File: src/rtl/bpm_pkg.sv
// rtl/bpm_pkg.sv - shared defaults, FSM states and interval limits for the BPM estimator
package bpm_pkg;

  localparam int unsigned DEF_MAX_BPM       = 200;
  localparam int unsigned DEF_MIN_BPM       = 30;
  localparam int unsigned DEF_TICKS_PER_MIN = 60000;

  typedef enum logic [1:0] {
    IDLE,
    DIV,
    DONE
  } bpm_state_e;

  // Shortest acceptable beat interval; never below 1 so the divisor cannot be zero.
  function automatic int unsigned min_int(input int unsigned ticks, input int unsigned max_bpm);
    int unsigned v;
    v = ticks / max_bpm;
    return (v < 1) ? 1 : v;
  endfunction

  function automatic int unsigned max_int(input int unsigned ticks, input int unsigned min_bpm);
    return ticks / min_bpm;
  endfunction

endpackage

File: src/rtl/seq_divider.sv
// rtl/seq_divider.sv - W-bit restoring divider, one quotient bit per cycle
// done flags the final step; the quotient register holds the result from the next cycle.
module seq_divider #(
  parameter int W = 16
) (
  input  logic         clk,
  input  logic         rst_n,
  input  logic         start,
  input  logic         abort,
  input  logic [W-1:0] dividend,
  input  logic [W-1:0] divisor,
  output logic [W-1:0] quotient,
  output logic         done
);

  localparam int CW = $clog2(W + 1);

  logic [W:0]    rem_q, rem_d;
  logic [W-1:0]  quo_q, quo_d;
  logic [W-1:0]  dvs_q, dvs_d;
  logic [CW-1:0] cnt_q, cnt_d;
  logic          run_q, run_d;
  logic [W:0]    shifted;

  always_comb begin
    rem_d   = rem_q;
    quo_d   = quo_q;
    dvs_d   = dvs_q;
    cnt_d   = cnt_q;
    run_d   = run_q;
    shifted = {rem_q[W-1:0], quo_q[W-1]};
    done    = run_q && (cnt_q == CW'(W - 1));
    if (abort) begin
      run_d = 1'b0;
    end else if (start) begin
      rem_d = '0;
      quo_d = dividend;
      dvs_d = divisor;
      cnt_d = '0;
      run_d = 1'b1;
    end else if (run_q) begin
      if (shifted >= {1'b0, dvs_q}) begin
        rem_d = shifted - {1'b0, dvs_q};
        quo_d = {quo_q[W-2:0], 1'b1};
      end else begin
        rem_d = shifted;
        quo_d = {quo_q[W-2:0], 1'b0};
      end
      cnt_d = cnt_q + 1'b1;
      if (done) run_d = 1'b0;
    end
  end

  always_ff @(posedge clk or negedge rst_n) begin
    if (!rst_n) begin
      rem_q <= '0;
      quo_q <= '0;
      dvs_q <= '0;
      cnt_q <= '0;
      run_q <= 1'b0;
    end else begin
      rem_q <= rem_d;
      quo_q <= quo_d;
      dvs_q <= dvs_d;
      cnt_q <= cnt_d;
      run_q <= run_d;
    end
  end

  assign quotient = quo_q;

endmodule

File: src/rtl/bpm_estimator.sv
// rtl/bpm_estimator.sv - heart-rate estimate from beat intervals on a 1 ms timebase
// Define BPM_AVG_EN to divide by the mean of the last four intervals instead of the latest.
module bpm_estimator
  import bpm_pkg::*;
#(
  parameter int unsigned MAX_BPM       = DEF_MAX_BPM,
  parameter int unsigned MIN_BPM       = DEF_MIN_BPM,
  parameter int unsigned TICKS_PER_MIN = DEF_TICKS_PER_MIN,
  parameter int unsigned INT_W         = 16
) (
  input  logic                           clk,
  input  logic                           reset,
  input  logic                           tick_ms,
  input  logic                           beat_in,
  output logic [$clog2(MAX_BPM+1)-1:0]   BPM_estimate,
  output logic                           bpm_valid,
  output logic                           busy
);

  localparam int unsigned BW      = $clog2(MAX_BPM + 1);
  localparam int unsigned MIN_INT = min_int(TICKS_PER_MIN, MAX_BPM);
  localparam int unsigned MAX_INT = max_int(TICKS_PER_MIN, MIN_BPM);

  bpm_state_e        state_q, state_d;
  logic [INT_W-1:0]  cnt_q, cnt_d;
  logic [INT_W-1:0]  pend_div_q, pend_div_d;
  logic              pend_q, pend_d;
  logic              armed_q, armed_d;
  logic [BW-1:0]     bpm_q, bpm_d;
  logic              valid_q, valid_d;

  logic              beat_acc, meas, timeout;
  logic [INT_W-1:0]  new_div, div_divisor, div_quo;
  logic              div_start, div_done;

  // A beat at or past MAX_INT is still a beat: timeout only fires when none arrives.
  assign beat_acc = beat_in && (cnt_q >= INT_W'(MIN_INT));
  assign meas     = beat_acc && armed_q;
  assign timeout  = armed_q && !beat_acc && (cnt_q >= INT_W'(MAX_INT));

`ifdef BPM_AVG_EN
  logic [INT_W-1:0] hist_q [4];
  logic [INT_W-1:0] hist_d [4];
  logic [2:0]       hist_n_q, hist_n_d;
  logic [INT_W+1:0] hist_sum;

  always_comb begin
    hist_d   = hist_q;
    hist_n_d = hist_n_q;
    if (meas) begin
      hist_d[0] = cnt_q;
      hist_d[1] = hist_q[0];
      hist_d[2] = hist_q[1];
      hist_d[3] = hist_q[2];
      if (hist_n_q != 3'd4) hist_n_d = hist_n_q + 3'd1;
    end
    hist_sum = {2'b00, hist_d[0]} + {2'b00, hist_d[1]} + {2'b00, hist_d[2]} + {2'b00, hist_d[3]};
    new_div  = (hist_n_d == 3'd4) ? hist_sum[INT_W+1:2] : cnt_q;
    if (timeout) begin
      hist_n_d = '0;
      hist_d   = '{default: '0};
    end
  end

  always_ff @(posedge clk or negedge reset) begin
    if (!reset) begin
      hist_q   <= '{default: '0};
      hist_n_q <= '0;
    end else begin
      hist_q   <= hist_d;
      hist_n_q <= hist_n_d;
    end
  end
`else
  assign new_div = cnt_q;
`endif

  always_comb begin
    cnt_d = cnt_q;
    if (beat_acc) cnt_d = '0;
    else if (tick_ms && (cnt_q != {INT_W{1'b1}})) cnt_d = cnt_q + 1'b1;
  end

  always_comb begin
    state_d     = state_q;
    pend_d      = pend_q;
    pend_div_d  = pend_div_q;
    armed_d     = armed_q || beat_acc;
    bpm_d       = bpm_q;
    valid_d     = 1'b0;
    div_start   = 1'b0;
    div_divisor = new_div;
    case (state_q)
      IDLE: begin
        if (meas) begin
          div_start = 1'b1;
          pend_d    = 1'b0;
          state_d   = DIV;
        end else if (pend_q) begin
          div_start   = 1'b1;
          div_divisor = pend_div_q;
          pend_d      = 1'b0;
          state_d     = DIV;
        end
      end
      DIV: if (div_done) state_d = DONE;
      DONE: begin
        bpm_d   = (div_quo > INT_W'(MAX_BPM)) ? BW'(MAX_BPM) : div_quo[BW-1:0];
        valid_d = 1'b1;
        state_d = IDLE;
        if (pend_q) begin
          div_start   = 1'b1;
          div_divisor = pend_div_q;
          pend_d      = 1'b0;
          state_d     = DIV;
        end
      end
      default: state_d = IDLE;
    endcase
    // Beats landing while the divider is occupied queue one divisor; the newest replaces older ones.
    if (meas && (state_q != IDLE)) begin
      pend_d     = 1'b1;
      pend_div_d = new_div;
    end
    if (timeout) begin
      state_d   = IDLE;
      div_start = 1'b0;
      pend_d    = 1'b0;
      armed_d   = 1'b0;
      bpm_d     = '0;
      valid_d   = 1'b1;
    end
  end

  always_ff @(posedge clk or negedge reset) begin
    if (!reset) begin
      state_q    <= IDLE;
      cnt_q      <= '0;
      pend_q     <= 1'b0;
      pend_div_q <= '0;
      armed_q    <= 1'b0;
      bpm_q      <= '0;
      valid_q    <= 1'b0;
    end else begin
      state_q    <= state_d;
      cnt_q      <= cnt_d;
      pend_q     <= pend_d;
      pend_div_q <= pend_div_d;
      armed_q    <= armed_d;
      bpm_q      <= bpm_d;
      valid_q    <= valid_d;
    end
  end

  seq_divider #(.W(INT_W)) u_div (
    .clk      (clk),
    .rst_n    (reset),
    .start    (div_start),
    .abort    (timeout),
    .dividend (INT_W'(TICKS_PER_MIN)),
    .divisor  (div_divisor),
    .quotient (div_quo),
    .done     (div_done)
  );

  assign BPM_estimate = bpm_q;
  assign bpm_valid    = valid_q;
  assign busy         = (state_q != IDLE);

endmodule

File: config.mk
export PLATFORM = sky130hd
export DESIGN_NAME = bpm_estimator
export DESIGN_NICKNAME = d
export VERILOG_FILES = /design/src/rtl/bpm_pkg.sv /design/src/rtl/seq_divider.sv /design/src/rtl/bpm_estimator.sv
export SDC_FILE = /design/constraint.sdc
export NUM_CORES = 1
export LEC_CHECK = 0
export ABC_AREA = 1
export BUFFER_PORTS_ARGS = -buffer_cell sky130_fd_sc_hd__buf_2
export CAP_MARGIN = 20
export CORE_ASPECT_RATIO = 1.1
export CORE_MARGIN = 3
export CORE_UTILIZATION = 40
export DETAILED_ROUTE_END_ITERATION = 12
export HOLD_SLACK_MARGIN = 0.12
export MAX_ROUTING_LAYER = met4
export PLACE_DENSITY = 0.54
export SETUP_SLACK_MARGIN = 0.05
export SYNTH_ARGS = -nofsm -noshare
export SYNTH_HDL_FRONTEND = slang
export SYNTH_HIERARCHICAL = 1
export SYNTH_SLANG_ARGS = --single-unit
export TNS_END_PERCENT = 1
File: constraint.sdc
create_clock -name clk -period 3.25 [get_ports clk]
set_input_delay 0.65 -clock clk [delete_from_list [all_inputs] [get_ports clk]]
set_output_delay 0.65 -clock clk [all_outputs]
set_load 0.005 [all_outputs]
**Word level (Yosys, flattened, before mapping)**

Index checks and enable logic that the tools add are counted.

- Add/subtract/negate cells: 3
- Multiplexer cells: 36
- $lt $le $gt $ge: 4
- Eq/ne operators: 6
- Reduce and logical (&&, ||, !) cells: 19
- Bitwise operators: 1

Operator list:

| kind | count |
|---|---|
| two-way mux 16 bit | 9 |
| one-hot mux 16 bit (2 select lines) | 1 |
| two-way mux 8 bit | 3 |
| >= comparator 17 x 16 -> 1 bit | 1 |
| adder 16 x 1 -> 16 bit, second input constant | 1 |
| >= comparator 16 x 11 -> 1 bit, second input constant | 1 |
| >= comparator 16 x 9 -> 1 bit, second input constant | 1 |
| > comparator 16 x 8 -> 1 bit, second input constant | 1 |
| inequality test 16 bit, second input constant | 1 |
| subtractor 16 bit | 1 |
| two-way mux 1 bit | 15 |
| two-way mux 5 bit | 2 |
| two-way mux 2 bit | 4 |
| nonzero test 2 bit | 4 |
| logical AND 1 bit | 7 |
| one-hot mux 2 bit (3 select lines) | 1 |
| AND reduction 2 bit | 3 |
| adder 5 x 1 -> 5 bit, second input constant | 1 |
| equality test 5 x 4 -> 1 bit, second input constant | 1 |
| inequality test 4 bit, second input constant | 1 |
| inequality test 3 bit, second input constant | 1 |
| nonzero test 3 bit | 1 |
| equality test 2 x 1 -> 1 bit, second input constant | 1 |
| equality test 2 bit, second input constant | 1 |
| 6 further kinds | 6 |

- Input port bits: 4
- Word-level logic and storage cells: 81
- Flip-flop bits (word level): 99
- Output and inout bits: 10

**Logic depth before layout (Yosys ltp)**

Gate-level depths: netlist of run 1.

- Depth in word-level cells: 8
- Mapped depth: 17
- Mapped depth without buffers: 16

**Cells and area by module**

The synthesis of run 1 kept the hierarchy.

Modules (own cells, without submodules):

| module | seq. area each (um2) | area an instance (um2) | instances | cells an instance |
|---|---|---|---|---|
| seq_divider | 1,351.3 | 3,629.7 | 1 | 512 |
| bpm_estimator | 1,126.1 | 2,889.0 | 1 | 432 |

**Worst setup path before layout of run 1**

Ideal clock, no wire load.

- Path type: register to register
- From: reg cnt_q[13] (netlist name)
- To: reg u_div.quo_q[12], in the netlist u_div/quotient[12]
- Buffers on the path: 3
- Data required time: 3.117 ns
- Cell stages (with the launch flop): 16
- Setup slack: 0.872 ns
- Data arrival time: 2.246 ns
- Clock period less this slack: 2.378 ns
- Setup time: 0.133 ns
- Path through: dfrtp_1 inv_1 nand3_1 nor2_1 nand2_2 nand2_2 nand3_2 buf_2 nand3_1 inv_1 o21ai_0 inv_1 buf_2 buf_2 o211ai_1 o21ai_0

RTL lines:

| element | RTL line | text |
|---|---|---|
| to (signal assigned) | seq_divider.sv:63 | `quo_q <= quo_d;` |
| to (decl) | seq_divider.sv:19 | `logic [W-1:0] quo_q, quo_d;` |

==> summary.md, run 1 <==
| Metric | Value |
|---|---|
| Initial antenna violation count | 0 |
| Count leader, synth | nand2_1 |
| Startpoint type of the worst setup path | flip-flop |
| Post-cts hold buffer count | 0 |
| Final Cell Area | 7170 sq um |
| Die Y | 140 um |
| Post-route minimum period | 2.53 ns |
| Final Routed Wirelength | 16700 um |
| Internal | 3.84 mW |
| Top FF cell, synth | dfrtp_1 |
| Final setup skew | 0.0135 ns |
| Slew Limit Fails | 0 |
| Status | complete, no violations |
| Cell Rows | 48 |
| Worst Path Required | 3.48 ns |
| Clock power frac | 15.3% |
| Total power | 7.53 mW |
| Overall die area | 17900 sq um |
| Worst path max stage delay | 0.43 ns |
| Max Root-Sink Buffers | 2 |
| Psw | 3.70 mW |
| Nets | 990 |
| Register area share after synthesis | 38.0% |
| CTS Buf Count | 9 |
| Post-synth EDFFs | 0 |
| Yosys top cell area share | 38.0% |
| CP most frequent cell | inv_1 |
| Via-to-Cell Ratio | 4.99 |
| TritonCTS clock tree | yes |
| Fin util | 45.2% |
| Largest area contributor in the netlist | dfrtp_1 |
| DR vias | 5836 |
| Mapped cell area | 6520 sq um |
| Vias in the first global route | 5582 |
| Mapped Cells | 944 |
| Avg WL per Cell | 14.3 um |
| CP Data Arrival Time | 2.77 ns |
| Reg power frac | 26.1% |
| Clk_lat worst skew | 0.36 ns |
| Routability cong. | 0.921 |
| Slew margin rel. | 51.6% |
| Area delta synth->final | 10.1% |
| Placed instance area | 6830 sq um |
| Hold Path Class | in2async |
| Commonest cells in the synthesized netlist | nand2_1 (296), inv_1 (126), dfrtp_1 (99), nand3_1 (74), o21ai_0 (67) |
| Sw frac | 49.0% |
| GRT overflow | 0 |
| Max_cap viols | 0 |
| Setup WS post-layout | 0.716 ns |
| Clk sinks | 99 |
| Max VDD drop | 0.000402 V |
| Max Fclk | 395 MHz |
| Post-Syn Area per Cell | 6.91 sq um |
| # Post-CTS Setup Buffers | 0 |
| Initial Util | 41.1% |
| Async set-reset flop share out of synthesis | 100% |
| First-pass GRT wire length | 28400 um |
| Cell Count, Final, Fillers Out | 1170 |
| RSZ-0062 raised after global routing | no |
| Max H-tree Level | 3 |
| 1st-iter DRT viols | 396 |
| Setup TNS | 0 ns |
| Largest net degree at the start of global routing | 53 |
| DRC | 0 |
| Fin. Hold Viols | 0 |
| Final setup violation count | 0 |
| Slowest-stage cell, CP | dfrtp_1 |
| All-layer global routing usage | 20.0% |
| Final ANT Viol Nets | 0 |
| Yosys warns | 6 |
| Share of cells above drive strength 1 | 8.45% |
| Pleak | 3.82 nW |
| IO Port Bufs | 13 |
| Ranking of synthesized cells by area | dfrtp_1 (38%), nand2_1 (17%), inv_1 (7.3%), nand3_1 (5.7%), o21ai_0 (5.1%) |
| Reg clk slew, reported paths | 0.08 ns |
| Ports | 14 |
| Clock root cell | clkbuf_16 |
| Flop and latch count out of synthesis | 99 |
| Multi-input logic area | 3410 sq um |
| Fillers | 1682 |
| Crit Path Class | reg2reg |
| Distinct cells, synth | 39 |
| Total core area | 15900 sq um |
| Final cycle utilization of the critical path | 78.0% |
| Combinational Power Share | 58.6% |
| Power Density | 1050 nW/um^2 |
| Final hold slack | 0.332 ns |
| Slew @ Worst Pin | 0.727 ns |
| Inserted Diodes | 0 |
| DR pass1 iterations | 5 |
| Critical Path Fanout Max | 35 |
| DP HPWL | 12000 um |
| Worst slack, placed | 0.350 ns |
| Crit end category | flip-flop |
| Register area | 2480 sq um |
| CP cell instances | inv_1 > nand3_1 > nor2_1 > nand2_2 > nand2_2 > nand3_2 > nand3_1 > inv_1 > o21ai_0 > inv_1 > buf_16 > o211ai_1 > o21ai_0 |
| Die Wd | 128 um |
| Inst Count DP | 1153 |
| Post-CTS Resized | 0 |
[kinds of logic after synthesis]
family	after synthesis	synth area share, %
adders and majority gates	21	4.15
buffers and inverters	168	10.6
other	2	0.115
xor gates and xnor gates	14	1.88
DFF	99	38.0
AOI/OAI and AO/OA	141	11.7
and+or+nand+nor	499	33.6
[critical path, delay by kind of cell (launching register included)]
| kind | cells | cell delay [ns] |
|---|---|---|
| compound gates | 3 | 0.44 |
| flops | 1 | 0.43 |
| buf+inv | 4 | 0.65 |
| simple gates | 6 | 0.88 |
[power groups by stage]
stage               Sequential (mW)  Clock (mW)  Combinational, mW
floorplan                      1.88           0               3.47
global placement               1.98           0               4.38
detailed placement             1.98           0               4.39
CTS                            1.96        1.19               4.40
global route                   2.02        1.23               5.13
finish                         1.96        1.16               4.42
[final timing paths]
path / from / endpoint / slack [ns] / depth (start not counted)
max: cnt_q[12] / u_div/quotient[14] / 0.72 / 13
min: reset / u_div/rem_q[14] / 0.33 / 1
max reg2reg: cnt_q[12] / u_div/quotient[14] / 0.72 / 13
min reg2reg: pend_div_q[15] / pend_div_q[15] / 0.49 / 2
max in group asynchronous: reset / pend_div_q[11] / 2.22 / 2
min in group clk: pend_div_q[15] / pend_div_q[15] / 0.49 / 2
[placed cells by master (no fill, tap or decap), types with 2 or more instances in the layout]
master	n
a21oi_1	27
and2_1	2
buf_2	12
buf_4	14
clkbuf_16	9
conb_1	16
dfrtp_1	99
ha_1	20
inv_1	126
inv_2	9
inv_6	3
nand2_1	296
nand2_2	8
nand2_4	3
nand3_1	74
nand3_2	4
nand3b_1	8
nand4_1	14
nor2_1	62
nor2_2	6
nor2_4	3
nor3_1	15
o211ai_1	15
o21ai_0	67
o21ai_1	27
xnor2_1	5
xor2_1	9
[flip-flops by register name, indices dropped and copies added (netlist names)]
| register | flops |
|---|---|
| u_div/cnt_q | 5 |
| pend_div_q | 16 |
| bpm_valid | 1 |
| u_div/rem_q | 16 |
| u_div/dvs_q | 16 |
| u_div/run_q | 1 |
| u_div/quotient | 16 |
| cnt_q | 16 |
| pend_q | 1 |
| state_q | 2 |
| armed_q | 1 |
| BPM_estimate | 8 |
[routing by layer]
metal | wire (um) | share of wire [%] | vias up | GRT usage (%)
met4 | 372 | 2.2 | 0 | 6.59
li1 | - | - | 3033 | -
met5 | 0 | 0 | - | -
met3 | 421 | 2.5 | 29 | 2.25
met1 | 8280 | 50 | 2697 | 27.7
met2 | 7620 | 46 | 77 | 30.8
[area by class of cell]
class	count	share of cell area, %
clock buffers	10	3.33
clock inverters	6	1.06
inverters	136	7.13
multi-input cells	691	47.5
flip-flops and latches	99	34.5
well taps	200	3.49
repair buffers	28	2.96
Power figures use the tool's default switching activity.
==> inputs of run 2 (changes only) <==
- ABC_AREA: 1 -> 0
- clock period: 3.25 -> 2.5 ns (I/O delays scaled with it)
==> summary.md, run 2 <==
| Metric | Value |
|---|---|
| Post-cts hold buffer count | 0 (unchanged) |
| Final setup skew | 0.00658 ns (was 0.0135 ns) |
| Max VDD drop | 0.000446 V (was 0.000402 V) |
| Routability cong. | 0.791 (was 0.921) |
| GRT overflow | 0 (unchanged) |
| Internal | 3.61 mW (was 3.84 mW) |
| Max Root-Sink Buffers | 2 (unchanged) |
| Area delta synth->final | 16.7% (was 10.1%) |
| Worst Path Required | 2.74 ns (was 3.48 ns) |
| Final setup violation count | 0 (unchanged) |
| Ports | 14 (unchanged) |
| Avg WL per Cell | 15.0 um (was 14.3 um) |
| Share of cells above drive strength 1 | 21.9% (was 8.45%) |
| Clock power frac | 24.0% (was 15.3%) |
| Async set-reset flop share out of synthesis | 100% (unchanged) |
| Mapped cell area | 5540 sq um (was 6520 sq um) |
| Die Y | 129 um (was 140 um) |
| Inst Count DP | 769 (was 1153) |
| Reg clk slew, reported paths | 0.07 ns (was 0.08 ns) |
| Most frequent cells in the layout | dfrtp_1 (98), nand2_1 (57), o21ai_0 (47), nor2_1 (32), buf_4 (30) (was nand2_1 (296), inv_1 (126), dfrtp_1 (99), nand3_1 (74), o21ai_0 (67)) |
| Vias in the first global route | 4008 (was 5582) |
| Via-to-Cell Ratio | 5.16 (was 4.99) |
| RSZ-0062 raised after global routing | yes (was no) |
| Critical Path Fanout Max | 9 (was 35) |
| Largest net degree at the start of global routing | 49 (was 53) |
| DR vias | 4070 (was 5836) |
| Status | complete, no violations (unchanged) |
| Inserted Diodes | 0 (unchanged) |
| Count leader, synth | dfrtp_1 (was nand2_1) |
| Reg power frac | 37.4% (was 26.1%) |
| Hold Path Class | in2async (unchanged) |
| CTS Buf Count | 9 (unchanged) |
| Overall die area | 15300 sq um (was 17900 sq um) |
| Psw | 2.03 mW (was 3.70 mW) |
| Mapped Cells | 547 (was 944) |
| IO Port Bufs | 13 (unchanged) |
| Fin. Hold Viols | 0 (unchanged) |
| Clock root cell | clkbuf_16 (unchanged) |
| Yosys top cell area share | 44.7% (was 38.0%) |
| Initial antenna violation count | 0 (unchanged) |
| Yosys warns | 6 (unchanged) |
| Slew Limit Fails | 0 (unchanged) |
| First-pass GRT wire length | 20500 um (was 28400 um) |
| Distinct cells, synth | 68 (was 39) |
| Sw frac | 35.9% (was 49.0%) |
| Post-Syn Area per Cell | 10.1 sq um (was 6.91 sq um) |
| Ranking of synthesized cells by area | dfrtp_1 (45%), mux2_2 (4.7%), ha_1 (4.5%), mux2i_1 (4.5%), o21ai_0 (4.2%) (was dfrtp_1 (38%), nand2_1 (17%), inv_1 (7.3%), nand3_1 (5.7%), o21ai_0 (5.1%)) |
| Startpoint type of the worst setup path | flip-flop (unchanged) |
| DP HPWL | 8460 um (was 12000 um) |
| DR pass1 iterations | 6 (was 5) |
| Power Density | 872 nW/um^2 (was 1050 nW/um^2) |
| Commonest cells in the synthesized netlist | dfrtp_1 (99), nand2_1 (57), o21ai_0 (47), nor2_1 (32), inv_1 (29) (was nand2_1 (296), inv_1 (126), dfrtp_1 (99), nand3_1 (74), o21ai_0 (67)) |
| Pleak | 2.93 nW (was 3.82 nW) |
| Post-synth EDFFs | 0 (unchanged) |
| Nets | 624 (was 990) |
| Cell Count, Final, Fillers Out | 788 (was 1170) |
| 1st-iter DRT viols | 191 (was 396) |
| TritonCTS clock tree | yes (unchanged) |
| Slew @ Worst Pin | 0.594 ns (was 0.727 ns) |
| Max_cap viols | 0 (unchanged) |
| Largest area contributor in the netlist | dfrtp_1 (unchanged) |
| Final ANT Viol Nets | 0 (unchanged) |
| CP Data Arrival Time | 2.62 ns (was 2.77 ns) |
| Most common cell after layout, fill and taps aside | dfrtp_1 (was nand2_1) |
| Cell Rows | 44 (was 48) |
| Final Routed Wirelength | 11800 um (was 16700 um) |
| Initial Util | 41.4% (was 41.1%) |
| Total core area | 13400 sq um (was 15900 sq um) |
| Crit Path Class | reg2reg (unchanged) |
| Register area share after synthesis | 44.7% (was 38.0%) |
| DRC | 0 (unchanged) |
| Clk sinks | 99 (unchanged) |
| Top FF cell, synth | dfrtp_1 (unchanged) |
| Die Wd | 118 um (was 128 um) |
| Combinational Power Share | 38.6% (was 58.6%) |
| Final cycle utilization of the critical path | 95.2% (was 78.0%) |
| Final hold slack | 0.123 ns (was 0.332 ns) |
| Max H-tree Level | 3 (unchanged) |
| Fillers | 1238 (was 1682) |
| Clk_lat worst skew | 0.35 ns (was 0.36 ns) |
| Flop and latch count out of synthesis | 99 (unchanged) |
| Post-route minimum period | 2.38 ns (was 2.53 ns) |
| Slew margin rel. | 60.2% (was 51.6%) |
| Max Fclk | 420 MHz (was 395 MHz) |
| Crit end category | flip-flop (unchanged) |
| All-layer global routing usage | 17.1% (was 20.0%) |
[run 2: cell types whose count changed after synthesis, moves of 20 or more]
cell / previous run / this run
inv_1: 126 / 29
mux2_2: 0 / 23
mux2i_1: 0 / 25
nand2_1: 296 / 57
nand3_1: 74 / 12
nor2_1: 63 / 32
o21ai_0: 67 / 47
[run 2: metrics by stage]
step / worst slack [ns] / cell area (sq um) / power (mW) / utilization (%) / setup TNS (ns)
6_report: 0.121 / 6470 / 5.64 / 48.3 / 0
5_1_grt: 0.00910 / 6470 / 6.05 / 48.3 / 0
4_1_cts: 0.0587 / 6400 / 5.68 / 47.8 / 0
3_5_place_dp: -0.0139 / 6100 / 4.29 / 45.6 / -0.0497
3_3_place_gp: 0.0753 / 6100 / 4.23 / 45.6 / 0
2_1_floorplan: -0.000919 / 5660 / 3.75 / - / -0.000919
[run 2: power groups by stage]
stage	clock [mW]	combinational [mW]	sequential (mW)
after floorplan	0	1.68	2.06
after global placement	0	2.11	2.13
after detailed placement	0	2.16	2.13
after CTS	1.40	2.18	2.11
after global routing	1.45	2.45	2.15
final	1.35	2.18	2.11
[run 2: cell type report]
class,instances,area [sq um],share of cell area [%]
flip-flops and latches,99,2480,38.3
clock inverters,6,50.0,0.774
multi-input cells,410,2930,45.4
repair buffers,50,427,6.60
clock buffers,10,239,3.70
inverters,29,109,1.68
well taps,184,230,3.56
[run 2: cells by family (layout without fill, tap and decap cells)]
kind of cell    count (synthesis)  after routing  share of synthesized area, %
simple gates                  168            168                          15.4
compound gates                125            125                          15.0
flops                          99             99                          44.7
mux                            58             58                          11.9
buf+inv                        52             95                          4.60
xor+xnor                       22             22                          3.48
fa+ha+maj                      21             21                          4.88
other cells                     2             16                         0.135
[run 2: timing repair]
action                                  CTS  global route
gates resized for setup                   1            10
buffers inserted                          0             3
endpoints found under the setup margin   16            52
pin swaps                                 0             2
[run 2: path summary, 6_finish.rpt]
kind                                  from                  to  slack, ns  depth (start not counted)
min in group clk                   tick_ms            cnt_q[2]       0.48                          3
max reg2reg                u_div/rem_q[11]     u_div/rem_q[10]       0.12                          9
min                                  reset  u_div/quotient[11]       0.12                          1
max in group asynchronous            reset            cnt_q[6]       1.72                          2
min reg2reg                 u_div/cnt_q[4]      u_div/cnt_q[4]       0.49                          2
max                        u_div/rem_q[11]     u_div/rem_q[10]       0.12                          9
[run 2: worst max-delay path: stages (launching register included)]
cell and delay, ns:
dfrtp_1 0.41, ha_1 0.40, a21oi_2 0.18, o21ai_2 0.09, nor2b_4 0.14, a2111oi_4 0.37, o31a_1 0.24, buf_12 0.15
nand2b_1 0.05, a32o_1 0.23
[run 2: routing by layer]
layer | routed length (um) | global-route usage, % | up-vias
met5 | 0 | - | -
met4 | 187 | 6.48 | 0
met3 | 303 | 2.31 | 12
met2 | 5380 | 26.0 | 57
met1 | 5950 | 23.3 | 1974
li1 | - | - | 2027
==> inputs of run 3 (changes only) <==
--- a/config.mk
+++ b/config.mk
@@ -13,5 +13,4 @@
 export CORE_UTILIZATION = 40
 export DETAILED_ROUTE_END_ITERATION = 12
-export HOLD_SLACK_MARGIN = 0.12
 export MAX_ROUTING_LAYER = met4
 export PLACE_DENSITY = 0.54
==> constraint.sdc (replaced) <==
create_clock -name clk -period 2.5 [get_ports clk]
set_input_delay 0 -clock clk [delete_from_list [all_inputs] [get_ports clk]]
set_output_delay 0 -clock clk [all_outputs]
set_load 0.005 [all_outputs]
==> summary.md, run 3 (synthesized netlist as in run 2, its figures left out) <==
| Metric | Value |
|---|---|
| Placed instance area | 6090 sq um (was 6100 sq um) |
| Slew margin rel. | 62.0% (was 60.2%) |
| Largest net degree at the start of global routing | 46 (was 49) |
| Fin util | 48.8% (was 48.3%) |
| Most frequent cells in the layout | dfrtp_1 (98), nand2_1 (57), o21ai_0 (46), nor2_1 (32), buf_4 (32) (was dfrtp_1 (98), nand2_1 (57), o21ai_0 (47), nor2_1 (32), buf_4 (30)) |
| Max_cap viols | 0 (unchanged) |
| Hold Path Class | in2async (unchanged) |
| Initial antenna violation count | 0 (unchanged) |
| DR vias | 4052 (was 4070) |
| Worst Path Required | 2.78 ns (was 2.74 ns) |
| Reg clk slew, reported paths | 0.07 ns (about the same) |
| Final setup violation count | 0 (unchanged) |
| Most common cell after layout, fill and taps aside | dfrtp_1 (unchanged) |
| First-pass GRT wire length | 20000 um (was 20500 um) |
| Startpoint type of the worst setup path | flip-flop (unchanged) |
| DRC | 0 (unchanged) |
| Psw | 2.03 mW (about the same) |
| Fin. Hold Viols | 0 (unchanged) |
| Critical Path Fanout Max | 21 (was 9) |
| Total core area | 13400 sq um (unchanged) |
| Clk sinks | 99 (unchanged) |
| Final cycle utilization of the critical path | 92.9% (was 95.2%) |
| DP HPWL | 8420 um (was 8460 um) |
| Cell Count, Final, Fillers Out | 790 (was 788) |
| DR pass1 iterations | 4 (was 6) |
| Crit end category | flip-flop (unchanged) |
| Via-to-Cell Ratio | 5.13 (was 5.16) |
| Combinational Power Share | 37.6% (was 38.6%) |
| Max H-tree Level | 3 (unchanged) |
| Final ANT Viol Nets | 0 (unchanged) |
| All-layer global routing usage | 16.8% (was 17.1%) |
| Status | complete, no violations (unchanged) |
| Routability cong. | 0.791 (about the same) |
| Slew Limit Fails | 0 (unchanged) |
| Clk_lat worst skew | 0.35 ns (about the same) |
| TritonCTS clock tree | yes (unchanged) |
| Clock power frac | 26.1% (was 24.0%) |
| Final setup skew | 0.00629 ns (was 0.00658 ns) |
| Cell Rows | 44 (unchanged) |
| Worst path max stage delay | 0.45 ns (was 0.41 ns) |
| Crit Path Class | reg2reg (unchanged) |
| Pleak | 2.94 nW (was 2.93 nW) |
| Internal | 3.80 mW (was 3.61 mW) |
| Share of cells above drive strength 1 | 22.6% (was 21.9%) |
| Inserted Diodes | 0 (unchanged) |
| CP cell instances | a211o_1 > o21ai_2 > a31oi_4 > nor3b_4 > buf_4 > inv_1 > o21ai_4 > buf_8 > o21ai_0 > a21oi_1 (was ha_1 > a21oi_2 > o21ai_2 > nor2b_4 > a2111oi_4 > o31a_1 > buf_12 > nand2b_1 > a32o_1) |
| Buffers & Inverters on Critical Path | 3 (was 1) |
| Max Fclk | 431 MHz (was 420 MHz) |
| Vias in the first global route | 3978 (was 4008) |
| Die Y | 129 um (unchanged) |
| Max Root-Sink Buffers | 2 (unchanged) |
| Max VDD drop | 0.000486 V (was 0.000446 V) |
| Slew @ Worst Pin | 0.564 ns (was 0.594 ns) |
| Inst Count DP | 771 (was 769) |
| Overall die area | 15300 sq um (unchanged) |
| Worst path top cell family by delay | compound AO/OA/AOI/OAI gates (unchanged) |
| CP Data Arrival Time | 2.60 ns (was 2.62 ns) |
| Area delta synth->final | 17.8% (was 16.7%) |
| Avg WL per Cell | 14.8 um (was 15.0 um) |
| Initial Util | 41.4% (unchanged) |
| Ports | 14 (unchanged) |
| Nets | 626 (was 624) |
| 1st-iter DRT viols | 296 (was 191) |
| Power Density | 893 nW/um^2 (was 872 nW/um^2) |
| Reg power frac | 36.3% (was 37.4%) |
| Die Wd | 118 um (unchanged) |
| Final Routed Wirelength | 11700 um (was 11800 um) |
| Sw frac | 34.8% (was 35.9%) |
| Clock root cell | clkbuf_16 (unchanged) |
| Slowest-stage cell, CP | dfrtp_2 (was dfrtp_1) |
| GRT overflow | 0 (unchanged) |
| Post-route minimum period | 2.32 ns (was 2.38 ns) |
| IO Port Bufs | 13 (unchanged) |
| CTS Buf Count | 9 (unchanged) |
| Final Cell Area | 6530 sq um (was 6470 sq um) |
| RSZ-0062 raised after global routing | yes (unchanged) |
==> run 3: changes by cell type in the layout (fill, tap and decap cells not counted), sizes merged <==
| cell | previous run | this run |
|---|---|---|
| clkbuf | 10 | 9 |
| dlygate4sd3 | 0 | 2 |
| clkinv | 3 | 2 |
| bufinv | 0 | 2 |
==> run 3: layout make-up <==
cell class,instances,area [sq um]
tap,184,230
clock buffer,9,225
multi-input combinational,410,2980
clock inverter,7,101
timing repair buffer,52,409
fill,1232,6850
sequential,99,2480
inverter,29,109
==> run 3: metrics by stage <==
stage | setup slack, ns | TNS, ns | hold WS [ns] | total power [mW]
floorplan | -0.000919 | -0.000919 | -0.296 | 3.75
global placement | 0.125 | 0 | -0.0145 | 4.21
detailed placement | 0.0335 | 0 | -0.0155 | 4.25
CTS | 0.0416 | 0 | 0.154 | 5.80
global route | 0.0321 | 0 | 0.186 | 6.28
finish | 0.178 | 0 | 0.143 | 5.83
==> run 3: metal layers <==
layer	vias to the layer above	track usage [%]	part of all wire, %
li1	2038	-	-
met1	1941	23.0	50
met2	58	25.0	44
met3	15	2.88	3.5
met4	0	6.62	1.9
met5	-	-	0
==> run 3: final timing paths <==
path | slack (ns) | startpoint | endpoint | depth (start not counted)
max | 0.18 | cnt_q[7] | u_div/cnt_q[3] | 10
min in group clk | 0.25 | beat_in | state_q[0] | 5
min reg2reg | 0.49 | u_div/cnt_q[4] | u_div/cnt_q[4] | 2
max reg2reg | 0.18 | cnt_q[7] | u_div/cnt_q[3] | 10
max in group asynchronous | 1.65 | reset | u_div/quotient[8] | 3
min | 0.14 | reset | u_div/rem_q[2] | 2
==> run 3: power by group through the flow <==
stage               Combinational, mW  Sequential [mW]  Clock [mW]
finish                           2.19             2.12        1.52
CTS                              2.12             2.11        1.57
global placement                 2.07             2.14           0
floorplan                        1.68             2.06           0
global route                     2.48             2.16        1.64
detailed placement               2.11             2.14           0
==> run 3: what timing repair did <==
action	CTS	global route
gates cloned	0	0
buffers inserted	0	1
pin swaps	0	2
hold buffers	2	0
endpoints found under the hold margin	29	0
endpoints found under the setup margin	1	46
gates resized for setup	1	18
